--- src/rtl/wide_add_pkg.sv ---
// Shared types and width helpers for the wide_add_sequencer slice.
// Sequencer FSM states plus index/counter width functions.
package wide_add_pkg;

  typedef enum logic [1:0] {
    IDLE  = 2'd0,
    ISSUE = 2'd1,
    WAIT  = 2'd2,
    DONE  = 2'd3
  } state_e;

  // Slice index width; a single-slice build still needs a 1-bit index.
  function automatic int idx_width(input int n);
    return (n > 1) ? $clog2(n) : 1;
  endfunction

  // Wait counter must hold the value LAT.
  function automatic int cnt_width(input int lat);
    return (lat > 0) ? $clog2(lat + 1) : 1;
  endfunction

endpackage

--- src/rtl/wide_add_sequencer_if.sv ---
// Request/result bus plus adder-side slice bus for wide_add_sequencer.
// Optional `ovf` signal exists only when WIDE_ADD_OVF_EN is defined.
interface wide_add_sequencer_if #(
  parameter int W = 16,
  parameter int N = 4
);
  logic             start;
  logic [N*W-1:0]   op_a;
  logic [N*W-1:0]   op_b;
  logic             c_in;
  logic             busy;
  logic             done;
  logic [N*W-1:0]   result;
  logic             c_out;
  logic [W-1:0]     add_a;
  logic [W-1:0]     add_b;
  logic             add_c_in;
  logic [W-1:0]     add_sum;
  logic             add_c_out;

`ifdef WIDE_ADD_OVF_EN
  logic             ovf;

  modport slave (
    input  start, op_a, op_b, c_in, add_sum, add_c_out,
    output busy, done, result, c_out, ovf, add_a, add_b, add_c_in
  );

  modport master (
    output start, op_a, op_b, c_in, add_sum, add_c_out,
    input  busy, done, result, c_out, ovf, add_a, add_b, add_c_in
  );
`else
  modport slave (
    input  start, op_a, op_b, c_in, add_sum, add_c_out,
    output busy, done, result, c_out, add_a, add_b, add_c_in
  );

  modport master (
    output start, op_a, op_b, c_in, add_sum, add_c_out,
    input  busy, done, result, c_out, add_a, add_b, add_c_in
  );
`endif

endinterface

--- src/rtl/wide_add_slice_regs.sv ---
// N x W operand/result slice register file: load both operands at once,
// read A[k]/B[k] by index, write result[k] by index.
module wide_add_slice_regs #(
  parameter int W     = 16,
  parameter int N     = 4,
  parameter int IDX_W = 2
) (
  input  logic             clk,
  input  logic             rst_n,
  input  logic             load,
  input  logic [N*W-1:0]   op_a,
  input  logic [N*W-1:0]   op_b,
  input  logic [IDX_W-1:0] rd_idx,
  output logic [W-1:0]     rd_a,
  output logic [W-1:0]     rd_b,
  input  logic             wr_en,
  input  logic [IDX_W-1:0] wr_idx,
  input  logic [W-1:0]     wr_data,
  output logic [N*W-1:0]   result
);

  logic [N-1:0][W-1:0] a_q, a_d;
  logic [N-1:0][W-1:0] b_q, b_d;
  logic [N-1:0][W-1:0] res_q, res_d;

  always_comb begin
    a_d   = a_q;
    b_d   = b_q;
    res_d = res_q;
    if (load) begin
      a_d   = op_a;
      b_d   = op_b;
      res_d = '0;
    end else if (wr_en) begin
      res_d[wr_idx] = wr_data;
    end
  end

  // NOTE: operand storage has no reset; it is always loaded before it is read, so only the visible result is cleared.
  always_ff @(posedge clk) begin
    a_q <= a_d;
    b_q <= b_d;
  end

  always_ff @(posedge clk) begin
    if (!rst_n) begin
      res_q <= '0;
    end else begin
      res_q <= res_d;
    end
  end

  assign rd_a   = a_q[rd_idx];
  assign rd_b   = b_q[rd_idx];
  assign result = res_q;

endmodule

--- src/rtl/wide_add_sequencer.sv ---
// Streams an N x W-bit add through a W-bit registered adder, LS slice first,
// rippling carry between slices. WIDE_ADD_OVF_EN adds a signed-overflow flag.
module wide_add_sequencer
  import wide_add_pkg::*;
#(
  parameter int W   = 16,
  parameter int N   = 4,
  parameter int LAT = 1
) (
  input  logic                 clk,
  input  logic                 rst_n,
  wide_add_sequencer_if.slave  bus
);

  localparam int               IDX_W    = idx_width(N);
  localparam int               CNT_W    = cnt_width(LAT);
  localparam logic [IDX_W-1:0] LAST_IDX = IDX_W'(N - 1);
  localparam logic [CNT_W-1:0] CNT_LOAD = CNT_W'(LAT);
  localparam logic [CNT_W-1:0] CNT_ONE  = CNT_W'(1);

  state_e           state_q, state_d;
  logic [IDX_W-1:0] k_q, k_d;
  logic [CNT_W-1:0] cnt_q, cnt_d;
  logic             carry_q, carry_d;
  logic             c_out_q, c_out_d;
  logic [W-1:0]     add_a_q, add_a_d;
  logic [W-1:0]     add_b_q, add_b_d;
  logic             add_c_in_q, add_c_in_d;

  logic             load;
  logic             wr_en;
  logic [W-1:0]     rd_a;
  logic [W-1:0]     rd_b;
  logic [N*W-1:0]   result;

`ifdef WIDE_ADD_OVF_EN
  logic a_msb_q, a_msb_d;
  logic b_msb_q, b_msb_d;
  logic ovf_q, ovf_d;
`endif

  wide_add_slice_regs #(
    .W     (W),
    .N     (N),
    .IDX_W (IDX_W)
  ) u_slices (
    .clk     (clk),
    .rst_n   (rst_n),
    .load    (load),
    .op_a    (bus.op_a),
    .op_b    (bus.op_b),
    .rd_idx  (k_q),
    .rd_a    (rd_a),
    .rd_b    (rd_b),
    .wr_en   (wr_en),
    .wr_idx  (k_q),
    .wr_data (bus.add_sum),
    .result  (result)
  );

  always_comb begin
    state_d    = state_q;
    k_d        = k_q;
    cnt_d      = cnt_q;
    carry_d    = carry_q;
    c_out_d    = c_out_q;
    add_a_d    = add_a_q;
    add_b_d    = add_b_q;
    add_c_in_d = add_c_in_q;
    load       = 1'b0;
    wr_en      = 1'b0;
`ifdef WIDE_ADD_OVF_EN
    a_msb_d    = a_msb_q;
    b_msb_d    = b_msb_q;
    ovf_d      = ovf_q;
`endif

    case (state_q)
      IDLE: begin
        if (bus.start) begin
          load    = 1'b1;
          k_d     = '0;
          carry_d = bus.c_in;
          c_out_d = 1'b0;
`ifdef WIDE_ADD_OVF_EN
          a_msb_d = bus.op_a[N*W-1];
          b_msb_d = bus.op_b[N*W-1];
          ovf_d   = 1'b0;
`endif
          state_d = ISSUE;
        end
      end

      ISSUE: begin
        add_a_d    = rd_a;
        add_b_d    = rd_b;
        add_c_in_d = carry_q;
        cnt_d      = CNT_LOAD;
        state_d    = WAIT;
      end

      WAIT: begin
        cnt_d = cnt_q - CNT_ONE;
        if (cnt_q == CNT_ONE) begin
          wr_en   = 1'b1;
          carry_d = bus.add_c_out;
          if (k_q == LAST_IDX) begin
            // Final carry/flag load on the way into DONE so they are valid alongside done.
            c_out_d = bus.add_c_out;
`ifdef WIDE_ADD_OVF_EN
            ovf_d   = (a_msb_q == b_msb_q) && (bus.add_sum[W-1] != a_msb_q);
`endif
            state_d = DONE;
          end else begin
            k_d     = k_q + IDX_W'(1);
            state_d = ISSUE;
          end
        end
      end

      DONE: begin
        state_d = IDLE;
      end

      default: begin
        state_d = IDLE;
      end
    endcase
  end

  always_ff @(posedge clk) begin
    if (!rst_n) begin
      state_q    <= IDLE;
      k_q        <= '0;
      cnt_q      <= '0;
      carry_q    <= 1'b0;
      c_out_q    <= 1'b0;
      add_a_q    <= '0;
      add_b_q    <= '0;
      add_c_in_q <= 1'b0;
    end else begin
      state_q    <= state_d;
      k_q        <= k_d;
      cnt_q      <= cnt_d;
      carry_q    <= carry_d;
      c_out_q    <= c_out_d;
      add_a_q    <= add_a_d;
      add_b_q    <= add_b_d;
      add_c_in_q <= add_c_in_d;
    end
  end

`ifdef WIDE_ADD_OVF_EN
  always_ff @(posedge clk) begin
    if (!rst_n) begin
      a_msb_q <= 1'b0;
      b_msb_q <= 1'b0;
      ovf_q   <= 1'b0;
    end else begin
      a_msb_q <= a_msb_d;
      b_msb_q <= b_msb_d;
      ovf_q   <= ovf_d;
    end
  end

  assign bus.ovf = ovf_q;
`endif

  // Operands go out combinationally during ISSUE so the adder samples them at
  // ISSUE's closing edge; the held copy keeps them stable through WAIT.
  assign bus.add_a    = (state_q == ISSUE) ? rd_a    : add_a_q;
  assign bus.add_b    = (state_q == ISSUE) ? rd_b    : add_b_q;
  assign bus.add_c_in = (state_q == ISSUE) ? carry_q : add_c_in_q;

  assign bus.busy   = (state_q != IDLE);
  assign bus.done   = (state_q == DONE);
  assign bus.result = result;
  assign bus.c_out  = c_out_q;

endmodule

--- src/flat_wrapper.sv ---
// flat-port wrapper written by rule: the top's interface ports become plain ports
module wide_add_sequencer_flat import wide_add_pkg::*;
#(
  parameter int W   = 16,
  parameter int N   = 4,
  parameter int LAT = 1
)
  (clk, rst_n, bus_start, bus_op_a, bus_op_b, bus_c_in, bus_add_sum, bus_add_c_out, bus_busy, bus_done, bus_result, bus_c_out, bus_add_a, bus_add_b, bus_add_c_in);
  wide_add_sequencer_if #(.W(W), .N(N)) bus_i ();
  input  logic clk;
  input  logic rst_n;
  input wire logic [$bits(bus_i.start)-1:0] bus_start;
  input wire logic [$bits(bus_i.op_a)-1:0] bus_op_a;
  input wire logic [$bits(bus_i.op_b)-1:0] bus_op_b;
  input wire logic [$bits(bus_i.c_in)-1:0] bus_c_in;
  input wire logic [$bits(bus_i.add_sum)-1:0] bus_add_sum;
  input wire logic [$bits(bus_i.add_c_out)-1:0] bus_add_c_out;
  output wire logic [$bits(bus_i.busy)-1:0] bus_busy;
  output wire logic [$bits(bus_i.done)-1:0] bus_done;
  output wire logic [$bits(bus_i.result)-1:0] bus_result;
  output wire logic [$bits(bus_i.c_out)-1:0] bus_c_out;
  output wire logic [$bits(bus_i.add_a)-1:0] bus_add_a;
  output wire logic [$bits(bus_i.add_b)-1:0] bus_add_b;
  output wire logic [$bits(bus_i.add_c_in)-1:0] bus_add_c_in;
  assign bus_i.start = bus_start;
  assign bus_i.op_a = bus_op_a;
  assign bus_i.op_b = bus_op_b;
  assign bus_i.c_in = bus_c_in;
  assign bus_i.add_sum = bus_add_sum;
  assign bus_i.add_c_out = bus_add_c_out;
  assign bus_busy = bus_i.busy;
  assign bus_done = bus_i.done;
  assign bus_result = bus_i.result;
  assign bus_c_out = bus_i.c_out;
  assign bus_add_a = bus_i.add_a;
  assign bus_add_b = bus_i.add_b;
  assign bus_add_c_in = bus_i.add_c_in;
  wide_add_sequencer #(.W(W), .N(N), .LAT(LAT)) u_core (.clk(clk), .rst_n(rst_n), .bus(bus_i));
endmodule
--- config.mk ---
export PLATFORM = sky130hd
export DESIGN_NAME = wide_add_sequencer_flat
export DESIGN_NICKNAME = d
export VERILOG_FILES = /design/src/rtl/wide_add_pkg.sv /design/src/rtl/wide_add_sequencer_if.sv /design/src/rtl/wide_add_slice_regs.sv /design/src/rtl/wide_add_sequencer.sv /design/src/flat_wrapper.sv
export SDC_FILE = /design/constraint.sdc
export NUM_CORES = 1
export LEC_CHECK = 0
export CAP_MARGIN = 20
export CORE_MARGIN = 10
export CORE_UTILIZATION = 50
export DETAILED_ROUTE_END_ITERATION = 6
export PLACE_DENSITY = 0.93
export SLEW_MARGIN = 20
export SYNTH_ARGS = -nofsm -noshare
export SYNTH_HDL_FRONTEND = slang
export SYNTH_SLANG_ARGS = --single-unit
--- constraint.sdc ---
create_clock -name clk -period 16.5 [get_ports clk]
set_input_delay 4.125 -clock clk [delete_from_list [all_inputs] [get_ports clk]]
set_output_delay 4.125 -clock clk [all_outputs]
set_load 0.01 [all_outputs]
[Yosys cells after proc, flatten, opt, wreduce, memory -nomap -nowiden]
Cells that the tools add are included.
Word-level totals
  input port bits: 149
  output and inout bits: 100
  register bits: 232
  logic and storage cells: 73
Cells by class
  add/subtract/negate cells: 2
  muxes and demuxes: 30
  eq/ne operators: 8
  bitwise operators: 1
  order comparisons: 2
  reductions and logical operators: 10
Operators with widths (number)
  $mux 16: 5
  $bmux 16 s2: 2
  $bwmux 64: 1
  $demux 16 s2: 1
  $mux 2: 6
  $mux 1: 10
  $pmux 2 s4: 1
  $reduce_and 4->1: 2
  $eq 2x2->1 const B: 3
  $pmux 1 s2: 3
  $reduce_bool 2->1: 3
  $ne 2x1->1 const B: 2
  $ne 2x2->1 const B: 2
  $pmux 2 s2: 1
  $lt 2x3->1 const B: 1
  $reduce_and 3->1: 1
  $add 2x1->2 const B: 1
  $eq 2x1->1 const B: 1
  $ge 2x1->1 const B: 1
  $logic_not 2->1: 1
  $reduce_and 2->1: 1
  $reduce_or 2->1: 1
  $logic_and 1x1->1: 1
  $not 1->1: 1
  $sub 1x1->1 const B: 1

[Depth between registers and ports, before layout]
  depth after elaboration: 5
  mapped depth: 9
  depth with buffers taken out: 5

[Modules after synthesis]
From an unflattened synthesis, not the netlist that was laid out.
Second synthesis, totals
  cells, all modules: 560
  area, all modules: 9153.8 um^2
Modules (own cells, without submodules)
  wide_add_slice_regs: sequential area each 5124.9 um^2, cells each 403, area each 7353.3 um^2, instances 1
  wide_add_sequencer: sequential area each 800.8 um^2, cells each 157, area each 1800.5 um^2, instances 1

[Worst setup path after synthesis]
No wires, ideal clock.
  path type: input port to flip-flop
  start point: input bus_start
  end point: register u_core.u_slices.res_q, in the netlist u_core.u_slices.result[10]
  required time: 16.368 ns
  path buffers: 2
  arrival: 7.969 ns
  path slack: 8.399 ns
  stages: 5
  library setup time: 0.132 ns
  cells stage by stage: and2_1 nand2b_1 clkbuf_1 buf_1 a21oi_1
Between the ends
  longest elaborated chain between the ends: 3
RTL lines
  start, declared: RTL line flat_wrapper.sv:12  | input wire logic [$bits(bus_i.start)-1:0] bus_start;
  $mux 1: RTL line wide_add_sequencer.sv:80  | if (bus.start) begin
  $mux 1: RTL line wide_add_sequencer.sv:78  | case (state_q)
  $reduce_or 2->1 (no source line)
  end signal, assigned: RTL line wide_add_slice_regs.sv:49  | res_q <= res_d;
  end, declared: RTL line wide_add_slice_regs.sv:24  | logic [N-1:0][W-1:0] res_q, res_d;
Every way passes these cells.
A chain may end at the register's enable or synchronous reset.

[Worst setup path in the final report]
  start point: register u_core.k_q[0]
  end point: output bus_add_b[12]
Between the ends
  longest elaborated chain between the ends: 3
RTL lines
  start, declared: RTL line wide_add_sequencer.sv:22  | logic [IDX_W-1:0] k_q, k_d;
  start signal, assigned: RTL line wide_add_sequencer.sv:143  | k_q <= k_d;
  $bmux 16 s2: RTL line wide_add_slice_regs.sv:54  | assign rd_b = b_q[rd_idx];
  $mux 16 (not written as such): RTL line wide_add_slice_regs.sv:54
  $mux 16: RTL line wide_add_sequencer.sv:172  | assign bus.add_b = (state_q == ISSUE) ? rd_b : add_b_q;
  end, declared: RTL line flat_wrapper.sv:23  | output wire logic [$bits(bus_i.add_b)-1:0] bus_add_b;
Every way passes these cells. The select of a mux whose other input is x is not followed.

==> run_results.csv <==
group,metric,value,unit
routing,routed_wirelength,24.20,mm
synthesis,synthArstFlopShare,0,%
power_and_ir_drop,vdd.ir_drop.worst,115.0,µV
synthesis,synth_area_per_cell,14.20,µm²
power_and_ir_drop,power_per_cell_area,147.7,nW/µm²
clock_tree,cts_max_path_buffers,3,
setup_path,timing.rr.end,"u_core.u_slices.a_q[8]",
floorplanning,die_x,152.4,µm
global_routing,grt_use_total,20.08,%
synthesis,synthesis.nets,777,
synthesis,ys_warn_count,0,
setup_path,crit_path_max_fanout,27,
power_and_ir_drop,p_leak,4.212,nW
placed_design,dpl_cell_area,11360,µm²
global_routing,grt_pass1_wl,36.83,mm
clock_tree,cts_tree,"done",
clock_tree,cts_sinks,232,
clock_tree,clock_tree.htree_level_count,1,
setup_path,timing.critical_path.slowest_cell_delay,640,ps
timing,finalSetupViolations,0,
clock_tree,cts.clk_slew.worst_paths,60,ps
synthesis,ys_types,34,
clock_tree,post_cts_resized,0,
routing,first_pass_iters,5,
routing,drt-wirelength-per-cell,21.94,µm
setup_path,end_kind,"output port",
clock_tree,hold_bufs_inserted_after_cts,0,
floorplanning,initial_core_util,50.84,%
timing,drv_slew,0,
synthesis,synth_edf_count,128,
setup_path,worst_ep_required_time,12380,ps
timing,period_minus_slack,7138,ps
timing,tightest_slew,962.6,ps
floorplanning,rows,48,
placed_design,finalWeightedCongestion,0.8532,
setup_path,critical_path.slowest_cell,"mux4_1",
clock_tree,worst_skew_pair.late_latency,510,ps
final_layout,final_nets,1017,
outcome,run_status,"completed",
timing,setup_repair_after_global_routing_missed_its_margin,"no",
global_routing,grt_antenna_before_repair,5,
final_layout,layout.cell_area.non_filler,12220,µm²
final_layout,post_layout_nonfiller_instances,1103,
synthesis,synthesized_instance_count,617,
setup_path,cp_cell_sequence,"buf_4, mux4_1, mux2_2, clkdlybuf4s50_1",
timing,tns,0,ps
setup_path,critPathKind,"reg -> out",
global_routing,overflow,0,
hold_path,timing.hold.worst.class,"reg -> reg",
clock_tree,tritoncts.num_buffers,24,
synthesis,synthFlopType,"edfxtp_1",
clock_tree,cts.root.buffer_cell,"clkbuf_16",
timing,clock.fmax,0.1401,GHz
floorplanning,die-area,23220,µm²
timing,final.period_utilization,43.26,%
routing,via_count,5898,
setup_path,worstReg2RegStart,"u_core.state_q[0]",
routing,drt_iter0_drc,444,
placed_design,pre_cts_ws,9842,ps
floorplanning,placeableCoreArea,17240,µm²
routing,drt_drc_violations_left,0,
timing,slew-limit-headroom,35.83,%
placed_design,port_buffers,248,
floorplanning,io_pins,249,
global_routing,largest_net_degree_at_the_start_of_global_routing,96,
synthesis,post_synth_instance_area,8763,µm²
timing,fin_ws,9362,ps
timing,final-hold-violation-count,0,
setup_path,crit_path_end,"bus_add_b[12]",
timing,fin_worst_skew,15.05,ps
final_layout,drive_gt1_share,12.57,%
setup_path,timing.reg2reg.worst_path_depth,4,
synthesis,ys_ff_latch,232,
final_layout,area_growth_from_synthesis_to_final_layout,39.45,%
synthesis,seq_area_frac_synth,67.62,%
setup_path,worstSetupStartpointType,"register",
run,maxCapViolCount,0,
global_routing,first_global_vias,6252,
placed_design,dp_hpwl,17.36,mm
clock_tree,post-cts-setup-buffers,0,
floorplanning,chipHeight,152.4,µm
setup_path,timing.reg2reg.setup_slack,14010,ps
setup_path,arrival_worst_endpoint,3010,ps
placed_design,placed_insts,1056,
hold_path,min_path_cells,2,
setup_path,timing_startpoint_of_the_critical_path,"u_core.k_q[0]",
routing,detail-route-antenna-nets,0,
routing,viasPerCell,5.347,
routing by layer:
layer / share of wire [%] / GRT usage (%) / vias up
li1: - / - / 2686
met3: 9.7 / 7.056 / 71
met5: 0.045 / 0 / -
met2: 52 / 35.41 / 294
met1: 33 / 20.76 / 2845
met4: 5.1 / 9.904 / 2
report_power, final:
| group | total [W] | switching, W | internal [W] |
|---|---|---|---|
| clock | 0.000558 | 0.000215 | 0.000343 |
| combinational | 0.000466 | 0.000217 | 0.000249 |
| sequential | 0.000781 | 0.0000421 | 0.000738 |
sequential cells by signal, indices dropped and copies added (netlist names):
signal / flops
u_core.add_b_q: 16
u_core.k_q: 2
u_core.cnt_q: 1
u_core.add_a_q: 16
u_core.u_slices.result: 64
u_core.u_slices.b_q: 64
u_core.u_slices.a_q: 64
u_core.add_c_in_q: 1
u_core.bus.c_out: 1
u_core.state_q: 2
u_core.carry_q: 1
logic make-up after synthesis:
logic type | after synthesis | synth area share (%)
AO/OA/AOI/OAI | 76 | 4.583
AND/OR/NAND/NOR | 187 | 9.494
multiplexers | 67 | 14.06
flip-flops | 232 | 67.62
buffers and inverters | 44 | 2.670
adder cells (fa/ha/maj) | 11 | 1.571
critical path: cells and delay by family, from the launching register on:
| family | cells | cell delay [ps] |
|---|---|---|
| flops | 1 | 500 |
| mux | 2 | 930 |
| buf+inv | 2 | 1050 |
Yosys cell counts (3+ instances only):
cell	count	area [µm²]
nand2_1	132	495.5
edfxtp_1	128	3844
dfxtp_1	104	2082
a21oi_1	66	330.3
and2_1	34	212.7
mux2_4	28	420.4
mux4_2	28	630.6
clkbuf_1	22	82.58
ha_1	11	137.6
buf_2	10	50.05
inv_1	6	22.52
mux2_2	5	56.30
nand3_1	5	25.02
and3_1	4	25.02
mux4_1	4	105.1
nor2b_1	4	25.02
buf_12	3	60.06
nand2b_1	3	18.77
layout make-up:
| class | count | area [µm²] |
|---|---|---|
| fillers | 1112 | 5016 |
| clock inverters | 7 | 63.81 |
| repair buffers | 252 | 2516 |
| multi-input cells | 341 | 2616 |
| well taps | 225 | 281.5 |
| diodes | 3 | 7.507 |
| flip-flops and latches | 232 | 5928 |
| clock buffers | 37 | 784.5 |
| inverters | 6 | 22.52 |
worst min path at each step:
| stage | startpoint | end | slack [ps] |
|---|---|---|---|
| 6_report | u_core.u_slices.result[31] | u_core.u_slices.result[31] | 450 |
| 5_1_grt | u_core.u_slices.result[21] | u_core.u_slices.result[21] | 480 |
| 4_1_cts | u_core.u_slices.result[44] | u_core.u_slices.result[44] | 450 |
| 3_5_place_dp | u_core.u_slices.result[7] | u_core.u_slices.result[7] | 450 |
| 3_3_place_gp | u_core.u_slices.result[32] | u_core.u_slices.result[32] | 440 |
| 2_1_floorplan | u_core.carry_q | u_core.carry_q | 450 |
cell usage in the layout (no fill, tap or decap), drive strengths merged:
master         count
bufinv             1
o22ai              1
mux2              33
clkdlybuf4s50    248
ha                11
clkinvlp           1
o41ai              1
diode              3
nand2            132
inv                7
nor4               1
dfxtp            104
a311oi             1
mux4              32
a21oi             66
nand3              5
nand2b             3
or3                1
o32ai              1
and3               4
o21ai              2
buf                4
nor2b              4
o311ai             1
nor2               1
clkbuf            37
nand4b             1
a31oi              2
clkinv             4
mux2i              2
edfxtp           128
a211oi             1
nor3               1
and2              34
stage by stage:
stage               hold slack [ps]  utilization [%]  total power, W
global route                  478.3            70.90        0.001880
global placement              440.9            65.88        0.001233
floorplan                     445.9                -        0.001060
detailed placement            445.7            65.91        0.001257
finish                        452.5            70.90        0.001805
CTS                           453.9            70.83        0.001821
Power figures use the tool's default switching activity.
